**src/rtl/i2s_stream_ctrl.sv**
```systemverilog
// I2S stream engine: Tx FIFO prefetch into a holding word, MSB-first serializer,
// Rx deserializer with a one-word holding register, WS/bit timing from sck_tick.
module i2s_stream_ctrl #(
  parameter int WORD_WIDTH = 16
) (
  input  logic                  pclk,
  input  logic                  preset,
  input  logic                  enable,
  input  logic                  sck_tick,
  input  logic                  Tx_empty,
  input  logic [WORD_WIDTH-1:0] Tx_rdata,
  input  logic                  Rx_full,
  input  logic                  sd_in,
  output logic                  Tx_ren,
  output logic                  Rx_wen,
  output logic [WORD_WIDTH-1:0] Rx_wdata,
  output logic                  sd_out,
  output logic                  ws,
  output logic                  underrun,
  output logic                  overrun
);

  localparam int CW = $clog2(WORD_WIDTH);
  localparam logic [CW-1:0] LAST_BIT = CW'(WORD_WIDTH - 1);
  localparam logic [CW-1:0] WS_BIT   = CW'(WORD_WIDTH - 2);

  logic [CW-1:0]         bit_cnt_reg, bit_cnt_next;
  logic                  ws_reg, ws_next;
  logic [WORD_WIDTH-1:0] tx_hold_reg, tx_hold_next;
  logic                  tx_occ_reg, tx_occ_next;
  logic                  tx_pend_reg, tx_pend_next;
  logic                  tx_ren_reg, tx_ren_next;
  logic [WORD_WIDTH-1:0] tx_shift_reg, tx_shift_next;
  logic [WORD_WIDTH-1:0] rx_shift_reg, rx_shift_next;
  logic [WORD_WIDTH-1:0] rx_hold_reg, rx_hold_next;
  logic                  rx_occ_reg, rx_occ_next;
  logic                  rx_armed_reg, rx_armed_next;
  logic                  rx_wen_reg, rx_wen_next;
  logic [WORD_WIDTH-1:0] rx_wdata_reg, rx_wdata_next;
  logic                  underrun_reg, underrun_next;
  logic                  overrun_reg, overrun_next;

  logic                  tick;
  logic                  boundary;
  logic                  push;
  logic                  capture;
  logic                  drop;
  logic [WORD_WIDTH-1:0] rx_word;
  logic [WORD_WIDTH-1:0] tx_shl;

  assign tick     = enable & sck_tick;
  assign boundary = tick & (bit_cnt_reg == LAST_BIT);
  assign rx_word  = {rx_shift_reg[WORD_WIDTH-2:0], sd_in};
  assign push     = enable & rx_occ_reg & ~Rx_full;
  // rx_armed is clear until the first (partial) word after enable has passed.
  assign capture  = boundary & rx_armed_reg & (~rx_occ_reg | push);
  assign drop     = boundary & rx_armed_reg & rx_occ_reg & ~push;

  assign tx_shl[0] = 1'b0;
  for (genvar gi = 1; gi < WORD_WIDTH; gi++) begin : g_shl
    assign tx_shl[gi] = tx_shift_reg[gi-1];
  end

  always_comb begin
    bit_cnt_next  = bit_cnt_reg;
    ws_next       = ws_reg;
    tx_hold_next  = tx_hold_reg;
    tx_occ_next   = tx_occ_reg;
    tx_pend_next  = tx_pend_reg;
    tx_ren_next   = 1'b0;
    tx_shift_next = tx_shift_reg;
    rx_shift_next = rx_shift_reg;
    rx_hold_next  = rx_hold_reg;
    rx_occ_next   = rx_occ_reg;
    rx_armed_next = rx_armed_reg;
    rx_wen_next   = 1'b0;
    rx_wdata_next = rx_wdata_reg;
    underrun_next = underrun_reg;
    overrun_next  = overrun_reg;

    // A pop already issued always completes so the FIFO word is never lost.
    if (tx_pend_reg && !tx_ren_reg) begin
      tx_hold_next = Tx_rdata;
      tx_occ_next  = 1'b1;
      tx_pend_next = 1'b0;
    end

    if (!enable) begin
      bit_cnt_next  = '0;
      ws_next       = 1'b0;
      tx_shift_next = '0;
      rx_shift_next = '0;
      rx_armed_next = 1'b0;
      underrun_next = 1'b0;
      overrun_next  = 1'b0;
    end else begin
      if (!tx_occ_reg && !tx_pend_reg && !Tx_empty) begin
        tx_ren_next  = 1'b1;
        tx_pend_next = 1'b1;
      end
      if (tick) begin
        bit_cnt_next  = boundary ? '0 : bit_cnt_reg + CW'(1);
        rx_shift_next = rx_word;
        if (bit_cnt_reg == WS_BIT) begin
          ws_next = ~ws_reg;
        end
        if (boundary) begin
          rx_armed_next = 1'b1;
          if (tx_occ_reg) begin
            tx_shift_next = tx_hold_reg;
            tx_occ_next   = 1'b0;
          end else begin
            tx_shift_next = '0;
            underrun_next = 1'b1;
          end
        end else begin
          tx_shift_next = tx_shl;
        end
      end
      if (push) begin
        rx_wen_next   = 1'b1;
        rx_wdata_next = rx_hold_reg;
        rx_occ_next   = 1'b0;
      end
      if (capture) begin
        rx_hold_next = rx_word;
        rx_occ_next  = 1'b1;
      end
      if (drop) begin
        overrun_next = 1'b1;
      end
    end
  end

  always_ff @(posedge pclk) begin
    if (!preset) begin
      bit_cnt_reg  <= '0;
      ws_reg       <= 1'b0;
      tx_hold_reg  <= '0;
      tx_occ_reg   <= 1'b0;
      tx_pend_reg  <= 1'b0;
      tx_ren_reg   <= 1'b0;
      tx_shift_reg <= '0;
      rx_shift_reg <= '0;
      rx_hold_reg  <= '0;
      rx_occ_reg   <= 1'b0;
      rx_armed_reg <= 1'b0;
      rx_wen_reg   <= 1'b0;
      rx_wdata_reg <= '0;
      underrun_reg <= 1'b0;
      overrun_reg  <= 1'b0;
    end else begin
      bit_cnt_reg  <= bit_cnt_next;
      ws_reg       <= ws_next;
      tx_hold_reg  <= tx_hold_next;
      tx_occ_reg   <= tx_occ_next;
      tx_pend_reg  <= tx_pend_next;
      tx_ren_reg   <= tx_ren_next;
      tx_shift_reg <= tx_shift_next;
      rx_shift_reg <= rx_shift_next;
      rx_hold_reg  <= rx_hold_next;
      rx_occ_reg   <= rx_occ_next;
      rx_armed_reg <= rx_armed_next;
      rx_wen_reg   <= rx_wen_next;
      rx_wdata_reg <= rx_wdata_next;
      underrun_reg <= underrun_next;
      overrun_reg  <= overrun_next;
    end
  end

  assign Tx_ren   = tx_ren_reg;
  assign Rx_wen   = rx_wen_reg;
  assign Rx_wdata = rx_wdata_reg;
  assign sd_out   = tx_shift_reg[WORD_WIDTH-1];
  assign ws       = ws_reg;
  assign underrun = underrun_reg;
  assign overrun  = overrun_reg;

endmodule
```
**config.mk**
```make
export PLATFORM = sky130hd
export DESIGN_NAME = i2s_stream_ctrl
export DESIGN_NICKNAME = d
export VERILOG_FILES = /design/src/rtl/i2s_stream_ctrl.sv
export SDC_FILE = /design/constraint.sdc
export NUM_CORES = 1
export LEC_CHECK = 0
export BUFFER_PORTS_ARGS = -buffer_cell sky130_fd_sc_hd__buf_2
export CORE_MARGIN = 1.5
export CORE_UTILIZATION = 55
export DETAILED_ROUTE_END_ITERATION = 6
export GPL_TIMING_DRIVEN = 1
export PLACE_DENSITY = 0.76
export SYNTH_ARGS = -nofsm -noshare
export SYNTH_HDL_FRONTEND = slang
export SYNTH_SLANG_ARGS = --single-unit
```
**constraint.sdc**
```tcl
create_clock -name pclk -period 1.8 [get_ports pclk]
set_input_delay 0.18 -clock pclk [delete_from_list [all_inputs] [get_ports pclk]]
set_output_delay 0.18 -clock pclk [all_outputs]
set_load 0.01 [all_outputs]
```
* Word level (Yosys, flattened, before mapping) *
Cells that the tools add are included.

cells by class
  add/subtract/negate cells = 1
  eq/ne operators = 2
  multiplexer cells = 15
  bitwise logic cells = 14
  reduce and logical (&&, ||, !) cells = 15

operator list
  cell                   count
  $mux W16               2
  $mux W1                12
  $reduce_and A2 Y1      6
  $and A1 B1 Y1          8
  $eq A4 B4 Y1 const B   2
  $not A1 Y1             5
  $add A4 B1 Y4 const B  1
  $logic_not A1 Y1       4
  $mux W4                1
  $logic_and A1 B1 Y1    3
  $reduce_and A3 Y1      1
  $reduce_bool A2 Y1     1
  $or A1 B1 Y1           1

word-level totals
  register bits after elaboration = 92
  output and inout port bits = 22
  logic and storage cells = 62

* Logic depth before layout (Yosys ltp) *
  depth after elaboration = 7
  depth in mapped cells = 6
  mapped depth without buffers = 5

* Least setup slack after synthesis *
OpenSTA, ideal clock, no wires.

  kind = reg-to-reg
  from = reg bit_cnt_reg[1]
  to = reg rx_hold_reg[10]
  data arrival time = 1.385 ns
  slack = 0.343 ns
  cell stages (with the launch flop) = 7
  path buffers = 2
  cell sequence = dfxtp_1 ha_1 and3_1 and4_4 buf_6 buf_8 mux2i_1

on the way
  cells in the longest elaborated chain, start to end = 5

ends and longest elaborated chain
  element                             line  text
  start, declared                     27    logic [CW-1:0] bit_cnt_reg, bit_cnt_next;
  start signal, assigned              153   bit_cnt_reg <= bit_cnt_next;
  $eq A4 B4 Y1                        52    assign boundary = tick & (bit_cnt_reg == LAST_BIT);
  $and A1 B1 Y1                       52
  $and A1 B1 Y1 (2 in a row)          56    assign capture = boundary & rx_armed_reg & (~rx_occ_reg | push);
  $reduce_and A2 Y1 (no source line)  -
  end signal, assigned                161   rx_hold_reg <= rx_hold_next;
  end, declared                       35    logic [WORD_WIDTH-1:0] rx_hold_reg, rx_hold_next;

Every way passes these cells.
A chain may end at the register's enable or synchronous reset.

* Worst setup path after layout *
  from = reg bit_cnt_reg[0]
  to = reg rx_hold_reg[6]

Same word-level chain as after synthesis.

==> results by stage <==
Clocking:
- The tree is rooted in a sky130_fd_sc_hd__clkbuf_8.
- The clock-pin slew on the worst setup and hold paths is 80 ps.
- The number of buffers inserted for hold repair after clock tree synthesis is 1.
- Post-CTS timing repair inserted 0 buffers for setup.
- The clock buffer count from CTS is 9.
- The later pin in the worst-skew pair is clocked with a latency of ~350 ps.
- The clock tree from TritonCTS is built.
- The buffer depth of the longest clock path is 2.
- The total clock sinks is 92.
- The post-cts sizing count is 0.
- The H-tree depth is 3.

Setup path:
- By startpoint and endpoint, the worst setup path is classified as reg2reg.
- The largest fanout of any net on the critical path is 16.
- The kind of end point of the critical path is a register.
- At the worst endpoint, the arrival time is between 1500 and 2000 ps.
- STA puts the critical path data required time at 2080 ps.
- STA classifies the critical path startpoint as a register.

Route:
- Wires add up to 6955 microns.
- The first TritonRoute pass finished after 4 iterations.
- The detailed router placed approximately 2,800 vias in this run.
- After the first detailed-routing iteration, the DRC count stood at between 100 and 150.
- The routed length per placed instance is ~13 microns.
- For this run, design rule violations remaining after detail routing come to 0.
- After detailed routing, the number of vias per cell comes to 5.359.
- The final antenna-violating net count is 0.

STA:
- The minimum period implied by the final worst setup slack is 1550 ps.
- The number of hold violations in the final report is 0.
- Setup repair after global routing left no endpoint under its margin.
- At the pin with the least slew margin, the transition time is 636.0 ps.
- The achievable clock frequency is between 600 and 700 MHz.
- The final count of negative-setup-slack endpoints is 0.
- Summed over all failing endpoints, the final setup total negative slack is 0 ps.
- The worst-case setup margin in the final layout is 249.9 ps.
- The final count of pins violating max slew was 0.
- The worst setup skew after layout is 9.312 ps.
- In this run the tightest slew margin relative to its limit is 0.5747.
- The ratio of final minimum period to clock period is 0.8611.

GRT:
- In the global route stage, overall resource usage came out at 0.2121.
- Summed over all layers, the global routing overflow is 0.
- The number of global-route vias before repair came to ~2,600.
- The pin count of the biggest net entering global routing is a little over 50.
- The number of antenna violations at the first check in global routing is 0.
- The first global-routing pass estimated around 12,000 microns of wire.

Floorplan:
- The count of boundary I/O pins is between 40 and 50.
- The core region area is 0.006350 sq mm.
- The area of the die is 0.007033 sq mm.
- The die extent in x is 83.86 microns.
- The floorplan step set the die height to ~84 microns.
- The initial utilization of the core area, before any placement, comes to 0.5663.
- The floorplan has 29 rows.

Synthesis:
- The number of synthesis warnings is 0.
- The largest total area in the synthesized netlist belongs to sky130_fd_sc_hd__dfxtp_1.
- After synthesis, the share of flip-flops with an asynchronous set or reset is 0.
- The synthesized netlist occupies a cell area of 0.003596 sq mm.
- Of the post-synthesis cell area, the dominant cell type holds 0.5122.
- The flip-flop and latch count after synthesis is 92.
- The most used flip-flop cell after synthesis is sky130_fd_sc_hd__dfxtp_1.
- The net count after synthesis is between 400 and 500.
- The cell count after synthesis is 412.
- Dividing the synthesized area by the synthesized cell count gives 8.728 sq um.
- In this run, distinct cell masters in the synthesized netlist total 35.
- The number of enable flip-flop cells after synthesis is 0.
- The sequential area share after synthesis is 0.5122.
- By area the synthesized netlist is led by sky130_fd_sc_hd__dfxtp_1, sky130_fd_sc_hd__nand2_1, sky130_fd_sc_hd__mux2i_1.

Finish:
- The number of fill cells in the layout is 540.
- The area growth from synthesis to layout is 11.55%.
- The commonest non-fill, non-tap cell in the layout is sky130_fd_sc_hd__nand2_1.
- The number of antenna diodes in the final layout is 0.
- The post-route cell area is 0.004011 sq mm.
- The fraction of final layout cells sized beyond drive strength 1 is 0.1581.
- The layout net count is 469.
- Leaving out fill and tap cells, the most frequent cells in the layout are sky130_fd_sc_hd__nand2_1, sky130_fd_sc_hd__dfxtp_1, sky130_fd_sc_hd__buf_2.

Power and ir drop:
- The ratio of total power to cell area is approximately 900 mW/mm^2.
- The cell leakage power is 1.495 nW.
- The worst IR drop on VDD is between 0.5 and 0.6 mV.

Worst hold path:
- The tightest min-delay check is of the in2reg type.

Place:
- The routability congestion estimate is 0.7730.
- The minimum setup slack after placement is 268.9 ps.
- The post-detailed-placement cell area is 0.003802 sq mm.
- The number of I/O port buffers is 44.
- The placed wire-length estimate is 4589 microns.

Run status:
- The flow ran to the end, and the final reports show no timing, DRC or antenna violations.

Run:
- Max-cap violations in this run came to 0.
## metrics by stage
stage / utilization / instances / hold WS (ps) / total power, mW
after global placement: 0.5988 / 509 / 366.7 / 2.307
final: 0.6317 / 526 / 50.31 / 3.619
after CTS: 0.6317 / 526 / 38.86 / 3.660
after detailed placement: 0.5988 / 509 / 372.3 / 2.311
after floorplan: - / 412 / 257.1 / 2.257
after global routing: 0.6317 / 526 / 50.28 / 3.753
## power breakdown
part | switching (mW) | internal, mW
logic | 0.106 | 0.0719
registers | 0.0223 | 2.07
clock network | 0.704 | 0.648
total | 0.832 | 2.79
## synth_stat cells (all sizes together) (2+ instances only)
master	instances
a21boi	33
a21oi	6
a31oi	16
and2	4
buf	19
clkbuf	14
dfxtp	92
ha	2
inv	2
mux2i	31
nand2	121
nand3	19
nor2	18
o21ai	19
or3	2
## layer usage
| layer | wire [microns] | global-route usage | vias up | part of all wire |
|---|---|---|---|---|
| li1 | - | - | 1445 | - |
| met5 | 0 | 0 | - | 0 |
| met4 | 104 | 0.09836 | 0 | 0.015 |
| met3 | 188 | 0.03264 | 8 | 0.027 |
| met2 | 3348 | 0.3380 | 54 | 0.48 |
| met1 | 3313 | 0.2843 | 1312 | 0.48 |
## cells by family (layout without fill, tap and decap cells)
group | after synthesis | after routing | share of synthesized area
adder cells (fa/ha/maj) | 2 | 2 | 0.006958
flip-flops | 92 | 92 | 0.5122
buffers and inverters | 35 | 72 | 0.05149
AND/OR/NAND/NOR | 173 | 173 | 0.2004
XOR/XNOR | 1 | 1 | 0.002436
multiplexers | 31 | 31 | 0.08629
AO/OA/AOI/OAI | 78 | 78 | 0.1402
## worst max-delay path: stages, from the launching register on
cell and delay, ps:
sky130_fd_sc_hd__dfxtp_1 400, sky130_fd_sc_hd__ha_1 230, sky130_fd_sc_hd__and3_1 190, sky130_fd_sc_hd__and4_4 430, sky130_fd_sc_hd__mux2i_1 230
## area by class of cell
cell class	instances	area, sq um	share of cell area
flip-flops and latches	92	1842	0.4591
multi-input cells	285	1569	0.3911
repair buffers	54	297.8	0.07424
clock buffers	9	123.9	0.03088
well taps	77	96.34	0.02402
clock inverters	7	75.07	0.01871
inverters	2	7.507	0.001871
## final timing paths
check / to / startpoint / cells after the start / slack (ps)
worst max-delay path: rx_hold_reg[6] / bit_cnt_reg[0] / 4 / 250
worst min-delay path: bit_cnt_reg[1] / sck_tick / 2 / 50
worst max register to register: rx_hold_reg[6] / bit_cnt_reg[0] / 4 / 250
worst min register to register: Rx_wdata[8] / Rx_wdata[8] / 2 / 450
Power figures use the tool's default switching activity.
